`config.mk`:
```
export PLATFORM = sky130hd
export DESIGN_NAME = spi_max7219_slave
export DESIGN_NICKNAME = d
export VERILOG_FILES = /design/src/rtl/spi_max7219_slave.sv
export SDC_FILE = /design/constraint.sdc
export NUM_CORES = 1
export LEC_CHECK = 0
export BUFFER_PORTS_ARGS = -buffer_cell sky130_fd_sc_hd__buf_4
export CORE_MARGIN = 3
export CORE_UTILIZATION = 33
export DETAILED_ROUTE_END_ITERATION = 10
export PLACE_DENSITY = 0.54
export SLEW_MARGIN = 15
export SYNTH_ARGS = -nofsm -noshare
export SYNTH_HDL_FRONTEND = slang
export SYNTH_SLANG_ARGS = --single-unit
```
`constraint.sdc`:
```
create_clock -name clk -period 7.4 [get_ports clk]
set_clock_uncertainty 0.15 [all_clocks]
set_input_delay 0.37 -clock clk [delete_from_list [all_inputs] [get_ports clk]]
set_output_delay 0.37 -clock clk [all_outputs]
set_load 0.01 [all_outputs]
```
`src/rtl/spi_max7219_slave.sv`:
```
// spi_max7219_slave: MAX7219-style SPI receiver that decodes 16-bit frames into display registers.
// SPI pins are oversampled in the clk domain; frames commit one cycle after cs rises.
module spi_max7219_slave #(
   parameter int SYNC_STAGES = 2
) (
   input  logic        clk,
   input  logic        reset,
   input  logic        sclk,
   input  logic        mosi,
   input  logic        cs,
   output logic        dout,
   output logic [63:0] rows,
   output logic [7:0]  decode_mode,
   output logic [3:0]  intensity,
   output logic [2:0]  scan_limit,
   output logic        shutdown,
   output logic        display_test,
   output logic        frame_valid,
   output logic        frame_error
);
   typedef enum logic [1:0] {WAIT_IDLE, IDLE, SHIFT, COMMIT} state_t;
   state_t state, state_next;
   logic [SYNC_STAGES-1:0] sclk_sync, mosi_sync, cs_sync;
   logic sclk_d, cs_d;
   logic [15:0] shreg;
   logic [4:0] cnt;
   logic sclk_s, mosi_s, cs_s, sclk_rise, cs_rise, cs_fall;
   logic [3:0] addr;
   logic [7:0] data;
   logic [2:0] digit;
   assign sclk_s    = sclk_sync[SYNC_STAGES-1];
   assign mosi_s    = mosi_sync[SYNC_STAGES-1];
   assign cs_s      = cs_sync[SYNC_STAGES-1];
   assign sclk_rise = sclk_s & ~sclk_d;
   assign cs_rise   = cs_s & ~cs_d;
   assign cs_fall   = ~cs_s & cs_d;
   assign addr      = shreg[11:8];
   assign data      = shreg[7:0];
   assign digit     = addr[2:0] - 3'd1;
   always_ff @(posedge clk or posedge reset) begin
      if (reset) begin
         sclk_sync <= '0;
         mosi_sync <= '0;
         cs_sync   <= '0;
         sclk_d    <= 1'b0;
         cs_d      <= 1'b0;
      end else begin
         sclk_sync <= {sclk_sync[SYNC_STAGES-2:0], sclk};
         mosi_sync <= {mosi_sync[SYNC_STAGES-2:0], mosi};
         cs_sync   <= {cs_sync[SYNC_STAGES-2:0], cs};
         sclk_d    <= sclk_s;
         cs_d      <= cs_s;
      end
   end
   always_ff @(posedge clk or posedge reset) begin
      if (reset) state <= WAIT_IDLE;
      else state <= state_next;
   end
   always_comb begin
      state_next = state;
      case (state)
         WAIT_IDLE: state_next = cs_s ? IDLE : WAIT_IDLE;
         IDLE:      state_next = cs_fall ? SHIFT : IDLE;
         SHIFT:     state_next = cs_rise ? COMMIT : SHIFT;
         COMMIT:    state_next = IDLE;
      endcase
   end
   always_ff @(posedge clk or posedge reset) begin
      if (reset) begin
         shreg        <= '0;
         cnt          <= '0;
         dout         <= 1'b0;
         rows         <= '0;
         decode_mode  <= '0;
         intensity    <= '0;
         scan_limit   <= '0;
         shutdown     <= 1'b1;
         display_test <= 1'b0;
         frame_valid  <= 1'b0;
         frame_error  <= 1'b0;
      end else begin
         frame_valid <= 1'b0;
         frame_error <= 1'b0;
         dout        <= shreg[15];
         if (state == IDLE && cs_fall) begin
            shreg <= '0;
            cnt   <= '0;
         end else if (state == SHIFT && sclk_rise && !cs_rise) begin
            // a coincident cs edge ends the frame, so that sclk edge is dropped
            shreg <= {shreg[14:0], mosi_s};
            cnt   <= (cnt == 5'd17) ? 5'd17 : cnt + 5'd1;
         end
         if (state == COMMIT) begin
            if (cnt == 5'd16) begin
               frame_valid <= 1'b1;
               if (addr >= 4'h1 && addr <= 4'h8) rows[{digit, 3'b000} +: 8] <= data;
               if (addr == 4'h9) decode_mode <= data;
               if (addr == 4'hA) intensity <= data[3:0];
               if (addr == 4'hB) scan_limit <= data[2:0];
               if (addr == 4'hC) shutdown <= ~data[0];
               if (addr == 4'hF) display_test <= data[0];
            end else begin
               frame_error <= 1'b1;
            end
         end
      end
   end
endmodule

```
After elaboration in Yosys (flattened, before gate mapping) --
Index checks and enable logic that the tools add are counted.
Storage, ports and cells: register bits after elaboration 115, output and inout bits 84, input bits 5, logic and storage cells 68
Cells by class: muxes and demuxes 14, reductions and logical operators 13, shift operators 2, $add $sub $neg 3, eq/ne operators 10, bitwise logic cells 7, magnitude comparators 2
Operator list (count):
- bitwise mux 64 bit | 1
- variable shift 8 x 8 -> 64 bit, first input constant | 1
- indexed part select 8 x 8 -> 64 bit | 1
- 2-to-1 mux 16 bit | 2
- == test 4 bit, second input constant | 5
- AND reduction 3 bit | 6
- 2-to-1 mux 5 bit | 3
- == test 5 bit, second input constant | 2
- negator 6 -> 8 bit | 1
- case mux 2 bit (4 select lines) | 1
- 2-to-1 mux 1 bit | 6
- adder 5 x 1 -> 5 bit, second input constant | 1
- == test 2 bit, second input constant | 2
- >= comparator 4 x 1 -> 1 bit, second input constant | 1
- less-or-equal comparator 4 bit, second input constant | 1
- logical AND 1 bit | 4
- inverter 1 bit | 4
- bitwise AND 1 bit | 3
- subtractor 3 x 1 -> 3 bit, second input constant | 1
- == test 2 x 1 -> 1 bit, second input constant | 1
- zero test 2 bit | 1
- 2-to-1 mux 2 bit | 1
- nonzero test 2 bit | 1
- zero test 1 bit | 1

Depth between registers and ports, before layout --
Gate-level depths: netlist (run 1).
word-level depth 6, gate-level depth with buffers 10, depth with buffers taken out 9

Least setup slack after synthesis (run 1) --
No wires, ideal clock.
path kind reg2reg, from register shreg[8], to register rows[40], buffers on the path 1, path slack 4.603 ns, stages on the path, launching flop included 10, period minus slack after synthesis 2.797 ns, library setup time 0.079 ns, required time 7.171 ns, arrival time 2.567 ns, cells stage by stage dfrtp_1 inv_1 ha_1 xor2_1 inv_1 ha_1 clkbuf_1 nand2b_1 nor4_4 mux2i_1
On the way: longest elaborated chain between the ends 4, elaborated cells on any way between the ends 9, those cells by class add/sub: 2; order compare: 2; shift: 2; mux: 1; reduce/logical: 2
RTL lines:
- start: declaration | line 25 | logic [15:0] shreg;
- start signal: assignment | line 90 | shreg <= {shreg[14:0], mosi_s};
- subtractor 3 x 1 -> 3 bit | line 39 | assign digit = addr[2:0] - 3'd1;
- negator 6 -> 8 bit | line 96 | if (addr >= 4'h1 && addr <= 4'h8) rows[{digit, 3'b000} +: 8] <= data;
- indexed part select 8 x 8 -> 64 bit or variable shift 8 x 8 -> 64 bit (tied branches) | line 96
- bitwise mux 64 bit | line 96
- end signal: indexed assignment | line 96
- end: declaration | line 12 | output logic [63:0] rows,
Parallel ways exist; a longest one is shown, timed or not. A chain may end at the register's enable or synchronous reset.

Worst setup path in the final report (run 1) --
from register shreg[8], to register rows[0]
The elaborated chain is that of the path after synthesis.

==> results of run 1 <==
cells by family (layout without fill, tap and decap cells):
group                      Yosys count  after routing  share of synthesized area (%)
and+or+nand+nor                    153            153                           15.7
AOI/OAI and AO/OA                   12             12                           1.37
buffers and inverters               86            190                           6.67
adders and majority gates           10             10                           2.44
DFF                                115            115                           56.3
xor gates and xnor gates             3              3                          0.514
muxes                               81             81                           17.0
sequential cells by signal (all words and copies together), names as in the netlist, 2 cells and up, named ones only:
signal,cells
cs_sync,2
scan_limit,3
rows,64
sclk_sync,2
intensity,4
decode_mode,8
mosi_sync,2
shreg,16
cnt,5
cells in the final DEF (no fill, tap or decap), drive strengths merged, types with 2 or more instances in the layout:
cell	Yosys	layout
nand4bb	2	2
dlygate4sd3	0	4
nor3b	3	3
nand2b	7	7
nand4	2	2
ha	10	10
clkbuf	15	28
nor4	7	7
nor2b	3	3
nand3	25	25
nand2	91	91
xor2	3	3
buf	6	89
o21ai	7	7
mux2i	56	56
nor3	2	2
dfrtp	114	114
inv	65	65
nor2	5	5
nand4b	2	2
clkinv	0	4
mux2	25	25
worst register-to-register path, delay by kind of cell (launching register included):
family                   cells  cell delay (ps)
buffers and inverters        2              260
XOR/XNOR                     1              360
flip-flops                   1              510
adder cells (fa/ha/maj)      2              740
multiplexers                 1              450
AND/OR/NAND/NOR              2              650
through the flow:
stage | hold slack [ps] | power, mW | setup WS (ps) | cell area, um^2 | utilization [%]
after floorplan | 181 | 0.672 | 3840 | 5120 | -
after global placement | 185 | 0.684 | 4280 | 5920 | 39.8
after detailed placement | 188 | 0.685 | 4180 | 5920 | 39.8
after CTS | 200 | 1.45 | 4160 | 6520 | 43.8
after global routing | 212 | 1.49 | 3820 | 6520 | 43.8
final | 198 | 1.43 | 4160 | 6520 | 43.8
Yosys cell counts, types with 4 or more instances:
cell	instances
dfrtp_1	114
ha_1	10
nand3_1	25
mux2_2	17
nor4_4	6
mux2_4	8
inv_1	65
nand2b_1	7
nand2_1	91
mux2i_1	56
clkbuf_1	15
nor2_1	4
o21ai_0	7
metal layers:
| metal | track usage [%] | vias up | share of wire (%) |
|---|---|---|---|
| li1 | - | 1663 | - |
| met1 | 21.3 | 1732 | 47 |
| met2 | 22.4 | 87 | 46 |
| met3 | 5.28 | 6 | 5.7 |
| met4 | 4.90 | 0 | 0.81 |
| met5 | 0 | - | 0 |
power by group through the flow:
| stage | Clock (mW) | Sequential, mW | Combinational [mW] |
|---|---|---|---|
| floorplan | 0 | 0.651 | 0.0211 |
| global placement | 0 | 0.655 | 0.0295 |
| detailed placement | 0 | 0.655 | 0.0300 |
| CTS | 0.771 | 0.645 | 0.0317 |
| global route | 0.807 | 0.645 | 0.0355 |
| finish | 0.754 | 0.644 | 0.0302 |
worst paths after layout:
path | startpoint | endpoint | slack, ps
max in group asynchronous | reset | rows[30]$_DFFE_PP0P_ | 5370
hold reg to reg | sclk_sync[0]$_DFF_PP0_ | sclk_sync[1]$_DFF_PP0_ | 200
setup reg to reg | shreg[8]$_DFFE_PP0P_ | rows[0]$_DFFE_PP0P_ | 4160
min in group asynchronous | reset | decode_mode[2]$_DFFE_PP0P_ | 450
setup / recovery | shreg[8]$_DFFE_PP0P_ | rows[0]$_DFFE_PP0P_ | 4160
hold / removal | sclk_sync[0]$_DFF_PP0_ | sclk_sync[1]$_DFF_PP0_ | 200
area by class of cell:
class	count	area, um^2
fill	1403	8350
timing repair buffer	93	708
inverter	65	246
clock buffer	28	537
multi-input combinational	259	1900
sequential	115	2880
tap	184	230
clock inverter	4	20.0
what timing repair did:
item,in CTS,in global routing
hold buffers,4,0
hold endpoints to repair,50,0
resized for setup,0,0
==> out/qor.txt, run 1 <==
Clock share of power: 52.8%
Async SR Flop Fraction: 100%
FMAX: 0.309 GHz
Syn Nets: 475
RSZ-0062 raised after global routing: false
Die Span Y: 131 um
Area added between synthesis and finish: 27.4%
Net Sw Frac: 20.8%
Max Buffers Root-to-Sink: 2
Routability Congestion: 0.823
CP delay by family, top: adder cells
Distinct cells, synth: 35
Synth Register Bits: 115
Post-synth EDFFs: 0
Post-CTS Setup Bufs: 0
Cells after DPL: 712
Status: finished, final reports clean
Final-report max-slew violation count: 0
Number of global-route vias before repair: 3548
DRT Pass-1 Iters: 5
Largest net degree at the start of global routing: 69
Req. time, crit path: 7540 ps
Residual DRC: 0
CP arrival: 3380 ps
Clk sink count: 115
Worst setup SP type: register
Antenna cells: 0
Maximum vdd drop: 0.161 mV
Worst-Margin Slew: 1140 ps
CTS buffer count: 17
Reg clk slew, reported paths: 50 ps
Worst-path maximum fanout: 13
Fin crit share: 43.7%
Detailed placement HPWL: 7840 um
Root buffer cell: clkbuf_16
Yosys top cell area share: 55.7%
Initial antenna violation count: 0
Vias post-DR: 3488
Final hold violations: 0
CTS tree: built
Synth warn: 0
Drt wl/cell: 16.1 um
Post-route ant nets: 0
Row count: 44
Largest area contributor in the netlist: dfrtp_1
Finished Layout Cells: 748
Die X: 131 um
Initial core utilization: 34.4%
P per Cell Area: 219 nW/um^2
R2R cell count: 8
Syn Area/Cell: 11.1 um^2
Internal power: 1.13 mW
Total track usage: 15.3%
Worst path depth: 8
Ports: 89
Buf/Inv on CP: 2
First-pass GRT wire length: 19500 um
Worst hold-check path type: reg -> reg
Via-per-instance ratio: 4.66
Worst-Skew Late Latency: 410 ps
Kind of end point of the critical path: register
Worst path slowest cell: dfrtp_1
Hold Path Cell Cnt: 0
Remaining Overflow, GRT: 0
Share of cells above drive strength 1: 27.0%
Seq pwr share: 45.1%
Final setup violation count: 0
Nets: 566
Tmin final: 3240 ps
Total die area: 17000 um^2
Placeable core area: 14900 um^2
MaxCap Viol Count: 0
Max-slew headroom: 24.3%
Most used DFF post-synth: dfrtp_1
Leakage power: 3.07 nW
Comb pwr share: 2.1%
Critical-path cell list: inv_1 > ha_1 > xor2_1 > inv_1 > ha_1 > nor2b_1 > nand4bb_1 > mux2_2
CTS H-tree depth: 4
Top post-synthesis cells by area: dfrtp_1, mux2i_1, nand2_1, inv_1, mux2_2
Max stage delay on crit path: 510 ps
Setup TNS: 0 ps
DR iter-0 viols: 202
Final WL: 12100 um
Mapped cell area: 5120 um^2
CP Class: reg -> reg
Cells after Synth: 460
Port Buffers: 88
Net load switching power: 0.297 mW
Register area share after synthesis: 56.3%
Note: power is estimated with default switching activity, not from simulation.
==> run 2, diff against run 1 <==
clock period = 3 ns   (was 7.4 ns; I/O delays follow)
==> run 2 against run 1 <==
Critical path depth is the same. Cell count grew 2.3%. Total power grew 150%. Core utilization grew 0.82 points. Die area is the same. Critical path type unchanged. Largest cell class unchanged.
==> out/qor.txt, run 2 (same netlist as run 1, synthesis figures left out) <==
DR iter-0 viols: 151
Net load switching power: 0.742 mW
Die Span Y: 131 um
Kind of end point of the critical path: register
Placement Cell Area: 6070 um^2
Worst setup SP type: register
Post-route cell area: 6640 um^2
Total track usage: 15.1%
First-pass GRT wire length: 19500 um
Largest register by flop count: rows
Comb pwr share: 2.2%
Clock share of power: 52.4%
MaxCap Viol Count: 0
CTS H-tree depth: 4
Pre-CTS WS: 371 ps
FMAX: 0.380 GHz
Most common cell after layout, fill and taps aside: dfrtp_1
Final core utilization: 44.7%
CTS buffer count: 17
Req. time, crit path: 3140 ps
CP Class: reg -> reg
Critical R2R Capture: rows[34]$_DFFE_PP0P_
P per Cell Area: 527 nW/um^2
R2R cell count: 8
Leakage power: 3.14 nW
Max reg flops: 64
Worst hold-check path type: reg -> reg
Clk sink count: 115
Largest net degree at the start of global routing: 116
Via-per-instance ratio: 4.67
Setup crit end: rows[34]$_DFFE_PP0P_
Area added between synthesis and finish: 29.8%
Most frequent cells in the layout: dfrtp_1, buf_4, nand2_1
Die X: 131 um
Design Power: 3.50 mW
Residual DRC: 0
Worst-Skew Late Latency: 410 ps
Tmin final: 2630 ps
R2R setup slack: 370 ps
Detailed placement HPWL: 7930 um
Number of global-route vias before repair: 3686
Ports: 89
Nets: 584
Final hold violations: 0
Final setup violation count: 0
CP arrival: 2770 ps
Seq pwr share: 45.4%
R2r startpoint: shreg[9]$_DFFE_PP0P_
Cells after DPL: 730
Finished Layout Cells: 765
DRT Pass-1 Iters: 4
RSZ-0062 raised after global routing: false
Worst-path maximum fanout: 8
Final setup margin: 365 ps
Final WL: 12200 um
Maximum vdd drop: 0.387 mV
Final-report max-slew violation count: 0
Root buffer cell: clkbuf_16
Share of cells above drive strength 1: 28.7%
Antenna cells: 0
Max-slew headroom: 43.0%
Fin crit share: 87.8%
Row count: 44
Worst hold slack: 196 ps
Vias post-DR: 3571
Reg clk slew, reported paths: 50 ps
Initial antenna violation count: 0
Critical path origin: shreg[9]$_DFFE_PP0P_
Total die area: 17000 um^2
Worst-Margin Slew: 852 ps
Internal power: 2.76 mW
Remaining Overflow, GRT: 0
Post-route ant nets: 0
Initial core utilization: 34.4%
Status: finished, final reports clean
Routability Congestion: 0.818
Net Sw Frac: 21.2%
CTS tree: built
Port Buffers: 88
Max Buffers Root-to-Sink: 2
Drt wl/cell: 16.0 um
Setup TNS: 0 ps
Placeable core area: 14900 um^2
Top Registers: rows (64), shreg (16), decode_mode (8)
==> run 2: how the worst min path moves through the flow <==
stage	start	to	slack [ps]	cells past startpoint
after floorplan	cs	cs_sync[0]$_DFF_PP0_	30	0
after CTS	mosi_sync[0]$_DFF_PP0_	mosi_sync[1]$_DFF_PP0_	200	0
final	mosi_sync[0]$_DFF_PP0_	mosi_sync[1]$_DFF_PP0_	200	0
after detailed placement	cs	cs_sync[0]$_DFF_PP0_	110	1
after global routing	sclk_sync[0]$_DFF_PP0_	sclk_sync[1]$_DFF_PP0_	200	0
after global placement	sclk	sclk_sync[0]$_DFF_PP0_	110	1
==> run 2: critical path: stages, from the launching register on <==
cell	delay [ps]
dfrtp_1	400
inv_1	150
ha_1	250
xor2_1	200
inv_1	60
ha_1	180
nand2b_1	180
or4_4	600
mux2_4	330
==> run 2: area by class of cell <==
class / count / area, um^2
flip-flops and latches: 115 / 2880
well taps: 184 / 230
clock buffers: 25 / 475
fillers: 1399 / 8220
clock inverters: 6 / 55.1
multi-input cells: 259 / 1900
inverters: 65 / 248
repair buffers: 111 / 856
==> run 2: metal layers <==
layer | wire (um) | share of wire (%) | global-route usage [%] | vias to the layer above
li1 | - | - | - | 1696
met1 | 5970 | 49 | 21.2 | 1778
met2 | 5530 | 45 | 22.5 | 85
met3 | 561 | 4.6 | 4.02 | 12
met4 | 154 | 1.3 | 5.81 | 0
met5 | 0 | 0 | 0 | -
==> run 2: timing repair <==
item                      CTS  global route
buffers inserted            0             0
hold buffers                4             0
hold endpoints to repair  117             0
gates resized for setup     0             0
==> run 2: power groups by stage <==
stage	registers (mW)	clock network, mW	logic, mW
finish	1.59	1.84	0.0768
global route	1.59	1.96	0.0895
CTS	1.59	1.88	0.0810
detailed placement	1.61	0	0.0768
global placement	1.61	0	0.0746
floorplan	1.61	0	0.0524
==> run 3, diff against run 2 <==
CORE_ASPECT_RATIO = 0.5   (was unset)
==> run 3 against run 2 <==
Setup slack gained 26 ps. Non-clock buffer count grew 4. Critical path depth is the same. Sequential cell count is the same. Register-to-register slack gained 30 ps. Critical path type unchanged. Combinational power grew 6.8%. Cell area grew 1.6%. First-iteration DRC count grew 38%. Sequential share of layout area shrank 0.67 points. Via count shrank 0.28%.
==> out/qor.txt, run 3 (same netlist as run 1, synthesis figures left out) <==
Post-route ant nets: 0
Initial core utilization: 34.5%
Worst-Margin Slew: 835 ps
Net load switching power: 0.768 mW
Most frequent cells in the layout: dfrtp_1, buf_4, nand2_1
Max-slew headroom: 44.2%
First-pass GRT wire length: 19500 um
MaxCap Viol Count: 0
CTS buffer count: 17
Placeable core area: 14800 um^2
Total track usage: 14.7%
Detailed placement HPWL: 7960 um
Worst hold-check path type: reg -> reg
Worst-path maximum fanout: 8
CP arrival: 2740 ps
Remaining Overflow, GRT: 0
Row count: 31
Largest register by flop count: rows
Max reg flops: 64
Ports: 89
Root buffer cell: clkbuf_16
Vias post-DR: 3561
Max Buffers Root-to-Sink: 2
Largest net degree at the start of global routing: 38
Net Sw Frac: 21.0%
Kind of end point of the critical path: register
Share of cells above drive strength 1: 30.3%
CTS H-tree depth: 4
Seq pwr share: 43.4%
Die X: 182 um
Residual DRC: 0
Die Span Y: 94.1 um
Tmin final: 2610 ps
Reg clk slew, reported paths: 50 ps
Final core utilization: 45.5%
RSZ-0062 raised after global routing: false
DR iter-0 viols: 208
Nets: 588
Req. time, crit path: 3130 ps
Status: finished, final reports clean
Final-report max-slew violation count: 0
CTS tree: built
Leakage power: 3.19 nW
FMAX: 0.383 GHz
Clock share of power: 54.4%
Clk sink count: 115
Antenna cells: 0
Maximum vdd drop: 0.370 mV
Area added between synthesis and finish: 31.8%
Fin crit share: 87.0%
Worst setup SP type: register
Routability Congestion: 0.817
Most common cell after layout, fill and taps aside: dfrtp_1
Drt wl/cell: 15.6 um
DRT Pass-1 Iters: 4
Worst-Skew Late Latency: 400 ps
Comb pwr share: 2.2%
Setup TNS: 0 ps
Total die area: 17100 um^2
Initial antenna violation count: 0
Top Registers: rows (64), shreg (16), decode_mode (8)
Port Buffers: 88
Final WL: 12200 um
P per Cell Area: 543 nW/um^2
Via-per-instance ratio: 4.55
Final setup violation count: 0
Internal power: 2.89 mW
Final hold violations: 0
Number of global-route vias before repair: 3511
Fill cell count: 1420
CP Class: reg -> reg
Post-CTS Setup Bufs: 0
## run 3: cell types whose count changed in the layout (fill, tap and decap cells not counted), sizes merged
cell	change
buf	+4
clkbuf	-4
clkinv	+2
bufinv	+1
clkinvlp	+1
## run 3: stage by stage
stage	worst slack, ps	hold slack [ps]	instance area [um^2]	std cells	power (mW)
4_1_cts	378	198	6740	783	3.71
3_5_place_dp	395	111	6120	748	1.70
5_1_grt	147	204	6740	783	3.80
6_report	391	196	6740	783	3.66
2_1_floorplan	203	31.4	5120	460	1.66
3_3_place_gp	440	112	6120	748	1.70
## run 3: power groups by stage
stage	Clock [mW]	Sequential, mW	Combinational (mW)
CTS	2.04	1.59	0.0859
global placement	0	1.62	0.0809
finish	1.99	1.59	0.0820
detailed placement	0	1.62	0.0813
global route	2.11	1.59	0.0957
floorplan	0	1.61	0.0524
## run 3: repair_timing
item                      in CTS  in global routing
resized for setup              0                  0
hold endpoints to repair      36                  0
hold buffers                   4                  0
## run 3: final cells by class
class | count | area (um^2) | area share (%)
tap | 198 | 248 | 3.67
sequential | 115 | 2880 | 42.7
clock buffer | 21 | 480 | 7.12
clock inverter | 10 | 106 | 1.58
inverter | 65 | 248 | 3.67
timing repair buffer | 115 | 886 | 13.1
multi-input combinational | 259 | 1900 | 28.1
## run 3: worst max-delay path, stage by stage (launching register included)
cell and delay, ps:
dfrtp_1 400, inv_1 150, ha_1 240, xor2_1 190
inv_1 70, ha_1 180, nand2b_1 170, or4_4 600
mux2_4 340
## run 3: final timing paths
| path | endpoint | cells after the start | startpoint | slack [ps] |
|---|---|---|---|---|
| setup / recovery | rows[32]$_DFFE_PP0P_ | 8 | shreg[9]$_DFFE_PP0P_ | 390 |
| setup reg to reg | rows[32]$_DFFE_PP0P_ | 8 | shreg[9]$_DFFE_PP0P_ | 390 |
| max in group asynchronous | shutdown$_DFFE_PP1P_ | 4 | reset | 1520 |
| hold / removal | mosi_sync[1]$_DFF_PP0_ | 0 | mosi_sync[0]$_DFF_PP0_ | 200 |
| hold reg to reg | mosi_sync[1]$_DFF_PP0_ | 0 | mosi_sync[0]$_DFF_PP0_ | 200 |
| min in group asynchronous | rows[10]$_DFFE_PP0P_ | 3 | reset | 310 |
## run 3: routing by layer
metal | global-route usage, % | share of wire [%] | up-vias
li1 | - | - | 1714
met1 | 21.2 | 50 | 1758
met2 | 21.6 | 45 | 74
met3 | 3.36 | 4.3 | 15
met4 | 5.26 | 1.2 | 0
met5 | 0 | 0 | -
